$ cat config.mk
export PLATFORM = sky130hd
export DESIGN_NAME = nfa_stream_ctrl
export DESIGN_NICKNAME = d
export VERILOG_FILES = /design/src/rtl/nfa_stream_ctrl.sv
export SDC_FILE = /design/constraint.sdc
export NUM_CORES = 1
export LEC_CHECK = 0
export BUFFER_PORTS_ARGS = -buffer_cell sky130_fd_sc_hd__clkbuf_2
export CAP_MARGIN = 30
export CORE_MARGIN = 3
export CORE_UTILIZATION = 28
export CTS_CLUSTER_DIAMETER = 60
export DETAILED_ROUTE_END_ITERATION = 8
export MAX_ROUTING_LAYER = met4
export PLACE_DENSITY = 0.51
export SLEW_MARGIN = 0
export SYNTH_ARGS = -nofsm -noshare
export SYNTH_HDL_FRONTEND = slang
export SYNTH_SLANG_ARGS = --single-unit
$ cat constraint.sdc
create_clock -name clk -period 2.7 [get_ports clk]
set_clock_uncertainty 0.1 [all_clocks]
set_input_delay 0.54 -clock clk [delete_from_list [all_inputs] [get_ports clk]]
set_output_delay 0.54 -clock clk [all_outputs]
set_load 0.005 [all_outputs]
$ cat src/rtl/nfa_stream_ctrl.sv
// Stream sequencer for the parallel-NFA PE array: shifts text into a num-slot window,
// fires the PE enables once the window is full and collects match results from the router.
module nfa_stream_ctrl #(
    parameter int unsigned DWIDTH = 8,
    parameter int unsigned num    = 16,
    parameter int unsigned PE_LAT = 1,
    parameter int unsigned POS_W  = 16
) (
    input  logic                  clk,
    input  logic                  rst_n,
    input  logic                  cfg_we,
    input  logic [num-1:0]        cfg_alu,
    input  logic [num-1:0]        cfg_mask,
    input  logic                  start,
    input  logic                  abort,
    input  logic                  in_valid,
    output logic                  in_ready,
    input  logic [DWIDTH-1:0]     in_char,
    input  logic                  in_last,
    output logic [num*DWIDTH-1:0] str_to_router,
    output logic [num-1:0]        ALU_to_router,
    output logic [num-1:0]        en_to_router,
    input  logic [num-1:0]        result_from_router,
    output logic                  match_valid,
    output logic [num-1:0]        match_vec,
    output logic [POS_W-1:0]      match_pos,
    output logic [POS_W-1:0]      match_cnt,
    output logic                  busy,
    output logic                  done
);

    localparam int unsigned FILL_W = $clog2(num + 1);

    typedef enum logic [1:0] {
        S_IDLE  = 2'd0,
        S_RUN   = 2'd1,
        S_DRAIN = 2'd2
    } state_t;

    state_t                        r_state;
    state_t                        w_state_nxt;
    logic                          w_accept;
    logic                          w_start;
    logic                          w_done_nxt;
    logic                          w_pipe_busy;
    logic                          w_tag_out;
    logic [POS_W-1:0]              w_tag_pos;
    logic [FILL_W-1:0]             w_fill_nxt;
    logic [POS_W-1:0]              w_char_nxt;
    logic                          w_step_nxt;
    logic                          w_hit;

    logic [num-1:0][DWIDTH-1:0]    r_win;
    logic [num-1:0]                r_alu;
    logic [num-1:0]                r_mask;
    logic [num-1:0]                r_en;
    logic [FILL_W-1:0]             r_fill;
    logic [POS_W-1:0]              r_char;
    logic                          r_step;
    logic [POS_W-1:0]              r_step_pos;
    logic                          r_mvalid;
    logic [num-1:0]                r_mvec;
    logic [POS_W-1:0]              r_mpos;
    logic [POS_W-1:0]              r_mcnt;
    logic                          r_done;

    always_ff @(posedge clk) begin
        if (!rst_n) r_state <= S_IDLE;
        else        r_state <= w_state_nxt;
    end

    // Abort overrides every transition, including a same-cycle start
    always_comb begin
        w_state_nxt = r_state;
        w_accept    = 1'b0;
        w_start     = 1'b0;
        w_done_nxt  = 1'b0;
        if (abort) begin
            w_state_nxt = S_IDLE;
        end else begin
            case (r_state)
                S_IDLE: begin
                    if (start) begin
                        w_start     = 1'b1;
                        w_state_nxt = S_RUN;
                    end
                end
                S_RUN: begin
                    if (in_valid) begin
                        w_accept = 1'b1;
                        if (in_last) w_state_nxt = S_DRAIN;
                    end
                end
                S_DRAIN: begin
                    if (!w_pipe_busy) begin
                        w_state_nxt = S_IDLE;
                        w_done_nxt  = 1'b1;
                    end
                end
                default: w_state_nxt = S_IDLE;
            endcase
        end
    end

    assign w_fill_nxt = (r_fill >= FILL_W'(num)) ? r_fill : r_fill + FILL_W'(1);
    assign w_char_nxt = (&r_char) ? r_char : r_char + POS_W'(1);
    assign w_step_nxt = w_accept && (w_fill_nxt == FILL_W'(num));
    assign w_hit      = w_tag_out && !abort && (|result_from_router);

    always_ff @(posedge clk) begin
        if (!rst_n) begin
            r_win      <= '0;
            r_alu      <= '0;
            r_mask     <= '0;
            r_en       <= '0;
            r_fill     <= '0;
            r_char     <= '0;
            r_step     <= 1'b0;
            r_step_pos <= '0;
            r_mvalid   <= 1'b0;
            r_mvec     <= '0;
            r_mpos     <= '0;
            r_mcnt     <= '0;
            r_done     <= 1'b0;
        end else begin
            r_step   <= w_step_nxt;
            r_en     <= w_step_nxt ? r_mask : '0;
            r_done   <= w_done_nxt;
            r_mvalid <= w_hit;
            if (w_step_nxt) r_step_pos <= w_char_nxt;
            if (cfg_we && (r_state == S_IDLE)) begin
                r_alu  <= cfg_alu;
                r_mask <= cfg_mask;
            end
            if (w_hit) begin
                r_mvec <= result_from_router;
                r_mpos <= w_tag_pos;
                if (!(&r_mcnt)) r_mcnt <= r_mcnt + POS_W'(1);
            end
            if (w_start) begin
                r_win  <= '0;
                r_fill <= '0;
                r_char <= '0;
                r_mcnt <= '0;
            end else if (w_accept) begin
                r_win  <= {in_char, r_win[num-1:1]};
                r_fill <= w_fill_nxt;
                r_char <= w_char_nxt;
            end
        end
    end

    // Valid-tag pipeline that tracks each enable pulse until its result is due
    if (PE_LAT == 0) begin : g_comb
        assign w_tag_out   = r_step;
        assign w_tag_pos   = r_step_pos;
        assign w_pipe_busy = 1'b0;
    end else begin : g_pipe
        logic [PE_LAT-1:0]            r_tag;
        logic [PE_LAT-1:0][POS_W-1:0] r_tpos;
        logic                         w_pend;

        always_ff @(posedge clk) begin
            if (!rst_n) begin
                r_tag  <= '0;
                r_tpos <= '0;
            end else begin
                r_tag[0]  <= r_step;
                r_tpos[0] <= r_step_pos;
                for (int i = 1; i < int'(PE_LAT); i++) begin
                    r_tag[i]  <= r_tag[i-1];
                    r_tpos[i] <= r_tpos[i-1];
                end
                if (abort) r_tag <= '0;
            end
        end

        // The last stage is consumed on the exit edge, so only earlier stages hold DRAIN
        always_comb begin
            w_pend = r_step;
            for (int i = 0; i < int'(PE_LAT) - 1; i++) w_pend = w_pend | r_tag[i];
        end

        assign w_tag_out   = r_tag[PE_LAT-1];
        assign w_tag_pos   = r_tpos[PE_LAT-1];
        assign w_pipe_busy = w_pend;
    end

    assign in_ready      = (r_state == S_RUN);
    assign busy          = (r_state != S_IDLE);
    assign str_to_router = r_win;
    assign ALU_to_router = r_alu;
    assign en_to_router  = r_en;
    assign match_valid   = r_mvalid;
    assign match_vec     = r_mvec;
    assign match_pos     = r_mpos;
    assign match_cnt     = r_mcnt;
    assign done          = r_done;

endmodule

==> results.cfg, run 1 <==
[status]
status = completed

[synthesis]
avgSynthCellArea_um2 = 8.592
yosys.area.top_type = dfxtp_1
yosysSeqAreaShare_pct = 52.54
synth-edff-count = 0
synth_most_common_cell = nand2_1
synth.distinct_cells = 59
ys.flop_type = dfxtp_1
ys_seq_elements = 283
synth_top_area_share_pct = 52.54
ys_async_sr_fraction_pct = 0
synthTopCellsByArea = dfxtp_1 53%, nand2_1 13%, a21oi_1 6.5%
ys_warn_count = 0
netlist_area_um2 = 10780
synth_nets = 1322
synth_common_cells = 387 x nand2_1, 283 x dfxtp_1, 140 x a21oi_1
synth_cells = 1255

[setup_path]
crit_slowest_cell = dfxtp_1
worstSetupEndpoint = r_step_pos[2]$_SDFFE_PN0P_
cp_data_required_time_ps = 3060
crit_fanout = 24
rrSetupSlack_ps = 470
cp-start-kind = flop
cpPeakStageDelay_ps = 410
critPathKind = reg2reg
path_cells = inv_1 > ha_1 > nor3b_1 > a32oi_1 > nor4_4 > buf_4 > o211ai_1 > a21boi_0
rr_worst_depth = 8
timing.rr.end = r_step_pos[2]$_SDFFE_PN0P_
end_kind = flop
worstReg2RegStart = r_fill[0]$_SDFFE_PP0P_
critPathLaunch = r_fill[0]$_SDFFE_PP0P_
worstPathArrival_ps = 2590

[global_routing]
grt_first_pass_wirelength_mm = 45.55
first_global_vias = 8512
grt_usage_pct = 13.83
antenna_found_initial = 0
grt_overflow = 0
grt_max_degree = 104

[layout]
n_antenna_cell = 0
fin_cells = 2050
n_fill_cell = 4020
drive_gt1_share_pct = 27.94
nets = 1578
syn_to_final_growth_pct = 29.25
stdcell_area_um2 = 13940

[routing]
drc = 0
ant_nets = 0
highest_layer = met4
met2_length_mm = 13.06
wl_per_cell_um = 13.90
drt_iter0_drc = 319
dr.pass1.iters = 4
wirelength_mm = 28.49
vias = 9138
wl_met3_mm = 1.725
met1Wirelength_mm = 12.88
viasPerCell = 4.458

[cts]
postCtsSetupBuffers = 0
cts_buffers = 37
htree_levels = 2
cts_tree = done
insertion_delay_ps = 530
cts_sinks = 283
clk_pin_slew_worst_paths_ps = 60
cts_hold_buf = 0
cts_resized = 0
clockRootBuffer = clkbuf_16
cts_buffer_depth = 3

[place]
portBuffers = 274
place.detailed.hpwl_mm = 19.36
dp.cells = 1983
gp_congestion = 0.8012
placed_area_um2 = 12750

[timing]
slew_headroom_pct = 63.63
finalSetupViolCount = 0
slew_violations = 0
grt_setup_unrepaired = false
hold_viol = 0
max_freq_ghz = 0.4476
finalCritPeriodShare_pct = 82.75
period_minus_slack_ps = 2234
setup_tns_ps = 0
worst_pin_slew_ps = 531.8

[floorplanning]
rows = 71
die_h_um = 202.2
dieArea_um2 = 40900
start_util_pct = 28.49
coreArea_um2 = 37840
fp.dieW_um = 202.2
io_pins = 275

[worst_hold_path]
hold_path_class = in2reg

[pwr]
power_density_nw_per_um2 = 664.3
seqPwrFrac_pct = 45.6
ir_worst_vdd_mv = 0.3566
leakage_nw = 5.324
total_power_mw = 9.258
power_switching_mw = 2.104
power.internal_mw = 7.154
power_frac_clock_pct = 51.3
comb_power_share_pct = 3.1
p_sw_share_pct = 22.73

[job]
cap_violations = 0
==> critical path, delay by kind of cell (launching register included) <==
family,cells,cell delay (ps)
adders and majority gates,1,310
buffers and inverters,2,410
AOI/OAI and AO/OA,3,470
and+or+nand+nor,2,460
DFF,1,410
==> registers in the layout (all words and copies together) (netlist names) <==
name,cells
done,1
ALU_to_router,16
g_pipe.r_tag,1
r_step_pos,16
str_to_router,128
r_char,16
match_pos,16
r_fill,5
r_state,2
r_mask,16
match_valid,1
g_pipe.r_tpos,16
g_pipe.w_pend,1
match_vec,16
en_to_router,16
match_cnt,16
==> layout make-up <==
| cell class | count | area (um^2) | share of cell area (%) |
|---|---|---|---|
| flip-flops and latches | 283 | 5665 | 40.65 |
| multi-input cells | 875 | 4731 | 33.94 |
| repair buffers | 305 | 1679 | 12.05 |
| clock buffers | 50 | 994.7 | 7.137 |
| well taps | 511 | 639.4 | 4.587 |
| clock inverters | 17 | 193.9 | 1.392 |
| inverters | 9 | 33.78 | 0.2424 |
==> routing by layer <==
metal  up-vias  GRT usage [%]
li1       4694              -
met1      4163          17.27
met2       230          21.33
met3        51          3.704
met4         0          5.543
met5         -              -
==> power by group through the flow <==
stage,logic [mW],clock network [mW],registers (mW)
after global routing,0.321,5.11,4.22
after detailed placement,0.294,0,4.31
after global placement,0.294,0,4.31
after floorplan,0.154,0,4.31
after CTS,0.294,4.93,4.22
final,0.288,4.75,4.22
==> worst min-delay path by stage <==
stage                                            endpoint  cells after the start  slack [ps]                   startpoint
after global routing              r_mask[12]$_SDFFE_PN0P_                      3         120                 cfg_mask[12]
after CTS                 str_to_router[127]$_SDFFE_PP0P_                      3          90                   in_char[7]
final                     str_to_router[127]$_SDFFE_PP0P_                      3         120                   in_char[7]
after floorplan                   g_pipe.r_tag$_SDFF_PP0_                      2         320     g_pipe.w_pend$_SDFF_PN0_
after global placement          match_pos[4]$_SDFFE_PN0P_                      2         330  g_pipe.r_tpos[4]$_SDFF_PN0_
after detailed placement        match_pos[2]$_SDFFE_PN0P_                      2         330  g_pipe.r_tpos[2]$_SDFF_PN0_
==> kinds of logic (layout without fill, tap and decap cells) <==
logic type	after synthesis	after routing	synth area share [%]
adders and majority gates	4	4	0.4642
xor gates and xnor gates	29	29	2.356
muxes	16	16	1.532
and+or+nand+nor	577	577	23.88
AOI/OAI and AO/OA	249	249	15.19
DFF	283	283	52.54
buffers and inverters	97	381	4.038
==> cell usage in the layout (no fill, tap or decap), types with 5 or more instances in the layout <==
cell type  instances
a211oi_1           5
a21boi_0          36
a21boi_2          30
a21oi_1          140
a31oi_1            6
and2_1            22
and3_1            23
buf_12             6
buf_4             25
clkbuf_1          11
clkbuf_16         37
clkbuf_2         274
dfxtp_1          283
inv_1              9
mux2i_1           12
nand2_1          387
nand2_2           20
nand3_1           16
nand4_1           10
nor2_1            45
nor2b_1           10
nor3_1            12
o21ai_0           13
xnor2_1           24
xor2_1             5
==> per-stage QoR <==
stage / worst slack, ps / hold WS [ps] / util, %
2_1_floorplan: 456.4 / 321.8 / -
3_3_place_gp: 303.3 / 331.6 / 33.69
3_5_place_dp: 285.2 / 334.9 / 33.69
4_1_cts: 442.8 / 85.86 / 36.83
5_1_grt: 247.0 / 115.2 / 36.83
6_report: 465.8 / 123.5 / 36.83
Note: power is estimated with default switching activity, not from simulation.
==> run 2, diff against run 1 <==
Settings changed: ABC_AREA set to 1.
Clock period 2.7 ns to 2.3 ns, I/O delays scaled along.
==> run 2 against run 1 <==
- final cell count grew 7.5%
- count of clock-buffer cells in the layout decreased by 2
- flip-flop and latch count is the same
- via count up 6.4%
==> results.cfg, run 2 <==
[pwr]
total_power_mw = 10.81
leakage_nw = 5.836
ir_worst_vdd_mv = 0.5414
power_density_nw_per_um2 = 791.9

[setup_path]
cp_data_required_time_ps = 2680
worstPathArrival_ps = 2380
cp-start-kind = flop
worstSetupEndpoint = r_step_pos[12]$_SDFFE_PN0P_
critPathKind = reg2reg
rrSetupSlack_ps = 300
end_kind = flop
timing.rr.end = r_step_pos[12]$_SDFFE_PN0P_
rr_worst_depth = 12
crit_fanout = 30
worstReg2RegStart = r_fill[0]$_SDFFE_PP0P_
critPathLaunch = r_fill[0]$_SDFFE_PP0P_

[timing]
setup_tns_ps = 0
max_freq_ghz = 0.4993
finalCritPeriodShare_pct = 87.08
grt_setup_unrepaired = false
slew_violations = 0
holdWs_ps = 73.16
finalSetupViolCount = 0
layout_setup_ws_ps = 297.2
hold_viol = 0
period_minus_slack_ps = 2003
worst_pin_slew_ps = 808.1
slew_headroom_pct = 45.93

[global_routing]
first_global_vias = 9092
grt_max_degree = 133
grt_overflow = 0
grt_first_pass_wirelength_mm = 45.80
grt_usage_pct = 14.17
antenna_found_initial = 0

[synthesis]
synth_nets = 1484
yosysSeqAreaShare_pct = 53.78
synth_top_area_share_pct = 53.78
yosys.area.top_type = dfxtp_1
synth-edff-count = 0
synthTopCellsByArea = dfxtp_1 54%, nand2_1 15%, a21oi_1 8.5%
ys_warn_count = 0
synth_cells = 1417
ys_seq_elements = 283
netlist_area_um2 = 10530
synth_most_common_cell = nand2_1
synth_common_cells = 425 x nand2_1, 283 x dfxtp_1, 198 x nor2_1
avgSynthCellArea_um2 = 7.434
ys_async_sr_fraction_pct = 0
ys.flop_type = dfxtp_1
synth.distinct_cells = 28

[layout]
final_cell_mix = 425 x nand2_1, 283 x dfxtp_1, 274 x clkbuf_2
n_antenna_cell = 0
fin_cells = 2203
syn_to_final_growth_pct = 29.61
stdcell_area_um2 = 13650
post-route-util_pct = 37.03
drive_gt1_share_pct = 21.60
largest_register_ff_count = 128
nets = 1743
layout_commonest_cell = nand2_1

[floorplanning]
io_pins = 275
rows = 70
start_util_pct = 28.57
coreArea_um2 = 36870
die_h_um = 200.0
dieArea_um2 = 39980
fp.dieW_um = 200.0

[cts]
cts_hold_buf = 0
cts_buffers = 35
cts_tree = done
postCtsSetupBuffers = 0
cts_buffer_depth = 3
cts_resized = 0
htree_levels = 2
clockRootBuffer = clkbuf_16
cts_sinks = 283
clk_pin_slew_worst_paths_ps = 60
insertion_delay_ps = 520

[routing]
vias = 9720
drc = 0
dr.pass1.iters = 7
viasPerCell = 4.412
wl_per_cell_um = 13.24
ant_nets = 0
wirelength_mm = 29.16
drt_iter0_drc = 309

[place]
placed_area_um2 = 12480
portBuffers = 274
dp.cells = 2143
gp_congestion = 0.7997
place.detailed.hpwl_mm = 20.26
dp_slack_ps = 180.3

[worst_hold_path]
hold_path_class = in2reg
min_path_cells = 3

[job]
cap_violations = 0

[status]
status = completed
[run 2: cell types whose count changed after synthesis, sizes merged, moves of 31 or more]
cell / before / now
a21boi: 66 / 0
a21oi: 140 / 179
clkbuf: 68 / 37
inv: 9 / 95
nor2: 45 / 200
o21ai: 14 / 89
[run 2: worst min-delay path by stage]
stage,slack [ps],to,from
5_1_grt,60,str_to_router[120]$_SDFFE_PP0P_,in_char[0]
2_1_floorplan,300,g_pipe.r_tpos[13]$_SDFF_PN0_,r_step_pos[13]$_SDFFE_PN0P_
3_3_place_gp,310,g_pipe.r_tpos[5]$_SDFF_PN0_,r_step_pos[5]$_SDFFE_PN0P_
3_5_place_dp,320,g_pipe.r_tpos[15]$_SDFF_PN0_,r_step_pos[15]$_SDFFE_PN0P_
4_1_cts,40,str_to_router[120]$_SDFFE_PP0P_,in_char[0]
6_report,70,str_to_router[120]$_SDFFE_PP0P_,in_char[0]
[run 2: final cells by class]
| type | count | area (um^2) |
|---|---|---|
| Fill cell | 3957 | 23220 |
| Clock buffer | 48 | 1025 |
| Timing Repair Buffer | 298 | 1652 |
| Clock inverter | 12 | 146.4 |
| Multi-Input combinational cell | 963 | 4175 |
| Sequential cell | 283 | 5665 |
| Tap cell | 504 | 630.6 |
| Inverter | 95 | 359.1 |
[run 2: critical path, cell delays in order, from the launching register on]
cell	delay, ps
dfxtp_1	350
inv_1	90
ha_1	290
nand2_1	60
nand2_1	60
nor2_1	150
nand3_1	130
nor2_4	210
nand2_2	60
buf_4	250
nand2_1	100
nand2_1	50
inv_1	40
[run 2: metal layers]
layer / global-route usage (%) / share of wire [%] / up-vias
met1: 17.28 / 44 / 4395
li1: - / - / 5004
met2: 22.64 / 45 / 268
met3: 4.565 / 8.4 / 53
met4: 3.903 / 2.1 / 0
met5: - / 0 / -
[run 2: cells by family (layout without fill, tap and decap cells)]
kind of cell	Yosys count	after routing	synth area share, %
flip-flops	283	283	53.78
AND/OR/NAND/NOR	678	678	25.25
AO/OA/AOI/OAI	271	271	13.01
buffers and inverters	171	453	6.652
adder cells (fa/ha/maj)	4	4	0.4751
XOR/XNOR	10	10	0.8314
[run 2: report_power, final]
group | switching, mW | internal (mW)
clock | 2.17 | 3.28
sequential | 0.0247 | 4.96
combinational | 0.244 | 0.134
total | 2.44 | 8.37
==> run 3, diff against run 2 <==
Settings changed: ABC_AREA 1 to unset, PLACE_DENSITY 0.51 to 0.52.
Clock period 2.3 ns to 1.7 ns, I/O delays scaled along.
==> run 3 against run 2 <==
- the flow now finishes with violations (setup timing)
- count of clock-buffer cells in the layout is 4 higher
- final cell count is 2.1% higher
- global-route usage is 1.4 points higher
- total power grew 40%
- non-clock buffer count increased by 208
- wire length rose by 15%
- first-iteration DRC count grew 25%
- clock power rose by 40%
- maximum frequency is 7.5% higher
- cell area is 23% higher
- flip-flop and latch count stayed put
==> results.cfg, run 3 (synthesized netlist as in run 1, its figures left out) <==
[status]
status = finished, violations left
violations = setup timing

[floorplanning]
fp.dieW_um = 202.2
die_h_um = 202.2
rows = 71
start_util_pct = 28.49
coreArea_um2 = 37840
io_pins = 275
dieArea_um2 = 40900

[worst_hold_path]
hp-start = start
hold_path_class = in2reg

[layout]
regArea_um2 = 5708
nets = 1779
post-route-util_pct = 44.53
multi_input_area_um2 = 5360
final_cell_mix = 369 x nand2_1, 272 x clkbuf_2, 267 x dfxtp_1
largest_register_ff_count = 128
syn_to_final_growth_pct = 56.29
n_fill_cell = 3725
fin_cells = 2250
layout_commonest_cell = nand2_1
drive_gt1_share_pct = 39.53

[global_routing]
grt_max_degree = 86
antenna_found_initial = 1
grt_usage_pct = 15.57
grt_overflow = 0
first_global_vias = 9796
grt_first_pass_wirelength_mm = 51.25

[cts]
cts_buffer_depth = 3
cts_tree = done
clockRootBuffer = clkbuf_16
cts_buffers = 37
clk_pin_slew_worst_paths_ps = 60
htree_levels = 2
insertion_delay_ps = 530
cts_sinks = 283

[setup_path]
cp_common_cell = buf_4
worstReg2RegStart = r_fill[1]$_SDFFE_PP0P_
critPathLaunch = r_fill[1]$_SDFFE_PP0P_
end_kind = flop
cpPeakStageDelay_ps = 370
critPathKind = reg2reg
crit_fanout = 5
cp-start-kind = flop
cp_data_required_time_ps = 2080
worstPathArrival_ps = 2240
crit_buf_inv = 4
critPathTopFamily = buffers and inverters
path_cells = inv_4 > ha_4 > nor3b_2 > a32oi_2 > buf_4 > nor4_4 > buf_4 > buf_6 > and3_4
crit_slowest_cell = dfxtp_4

[routing]
drt_iter0_drc = 386
wirelength_mm = 33.67
vias = 10140
dr.pass1.iters = 5
ant_nets = 0
wl_per_cell_um = 14.96
drc = 0
viasPerCell = 4.507

[place]
portBuffers = 274
place.detailed.hpwl_mm = 21.00
gp_congestion = 0.7938
dp.cells = 2077

[timing]
holdWs_ps = 76.58
finalCritPeriodShare_pct = 109.6
max_freq_ghz = 0.5368
layout_setup_ws_ps = -162.9
slew_headroom_pct = 75.19
finalSetupViolCount = 184
grt_setup_unrepaired = true
hold_viol = 0
slew_violations = 0
worst_pin_slew_ps = 372.1
period_minus_slack_ps = 1863

[pwr]
leakage_nw = 6.707
ir_worst_vdd_mv = 0.7698
total_power_mw = 15.10
power_density_nw_per_um2 = 895.8

[job]
cap_violations = 0
-- run 3: where the power goes --
group | internal (mW) | total [mW] | switching [mW]
clock | 4.65 | 7.65 | 3.01
combinational | 0.383 | 0.749 | 0.365
sequential | 6.67 | 6.70 | 0.0247
total | 11.7 | 15.1 | 3.40
-- run 3: per-layer routing --
layer	vias to the layer above	GRT usage [%]	routed length, um
met5	-	-	0
met4	0	6.038	960
met3	59	3.559	1973
met2	255	24.82	15870
li1	5099	-	-
met1	4728	19.25	14870
-- run 3: worst register-to-register path: stages (launching register included) --
cell and delay (ps):
dfxtp_4 370, inv_4 40, ha_4 230, nor3b_2 170, a32oi_2 100, buf_4 170
nor4_4 130, buf_4 200, buf_6 140, and3_4 180
-- run 3: final cells by class --
| type | count | area share, % |
|---|---|---|
| clock buffers | 52 | 6.430 |
| multi-input cells | 875 | 31.81 |
| flip-flops and latches | 283 | 33.87 |
| diodes | 1 | 0.01485 |
| inverters | 9 | 0.2302 |
| repair buffers | 506 | 23.04 |
| well taps | 511 | 3.794 |
| clock inverters | 13 | 0.8167 |
-- run 3: per-stage QoR --
stage          setup TNS (ps)  instance area (um^2)  worst slack [ps]
2_1_floorplan          -18090                 11090            -341.7
5_1_grt                -22000                 16850            -246.3
3_5_place_dp           -35290                 13790            -552.3
3_3_place_gp           -32550                 13790            -537.7
6_report                -8335                 16850            -162.9
4_1_cts                -10550                 15920            -151.4
-- run 3: final timing paths --
path              slack [ps]  cells past startpoint                          to
hold reg to reg          330                      2  match_pos[15]$_SDFFE_PN0P_
setup / recovery        -160                      9  en_to_router[4]$_SDFF_PN0_
hold / removal            80                      4     r_state[0]$_SDFFE_PP0P_
setup reg to reg        -160                      9  en_to_router[4]$_SDFF_PN0_
-- run 3: repair_timing --
item                                    in CTS  in global routing
gates cloned                                 5                 13
gates resized for setup                     59                120
setup buffers                               14                 27
hold buffers                                50                  0
endpoints found under the setup margin      67                227
pin swaps                                   24                 46
hold endpoints to repair                    50                  0
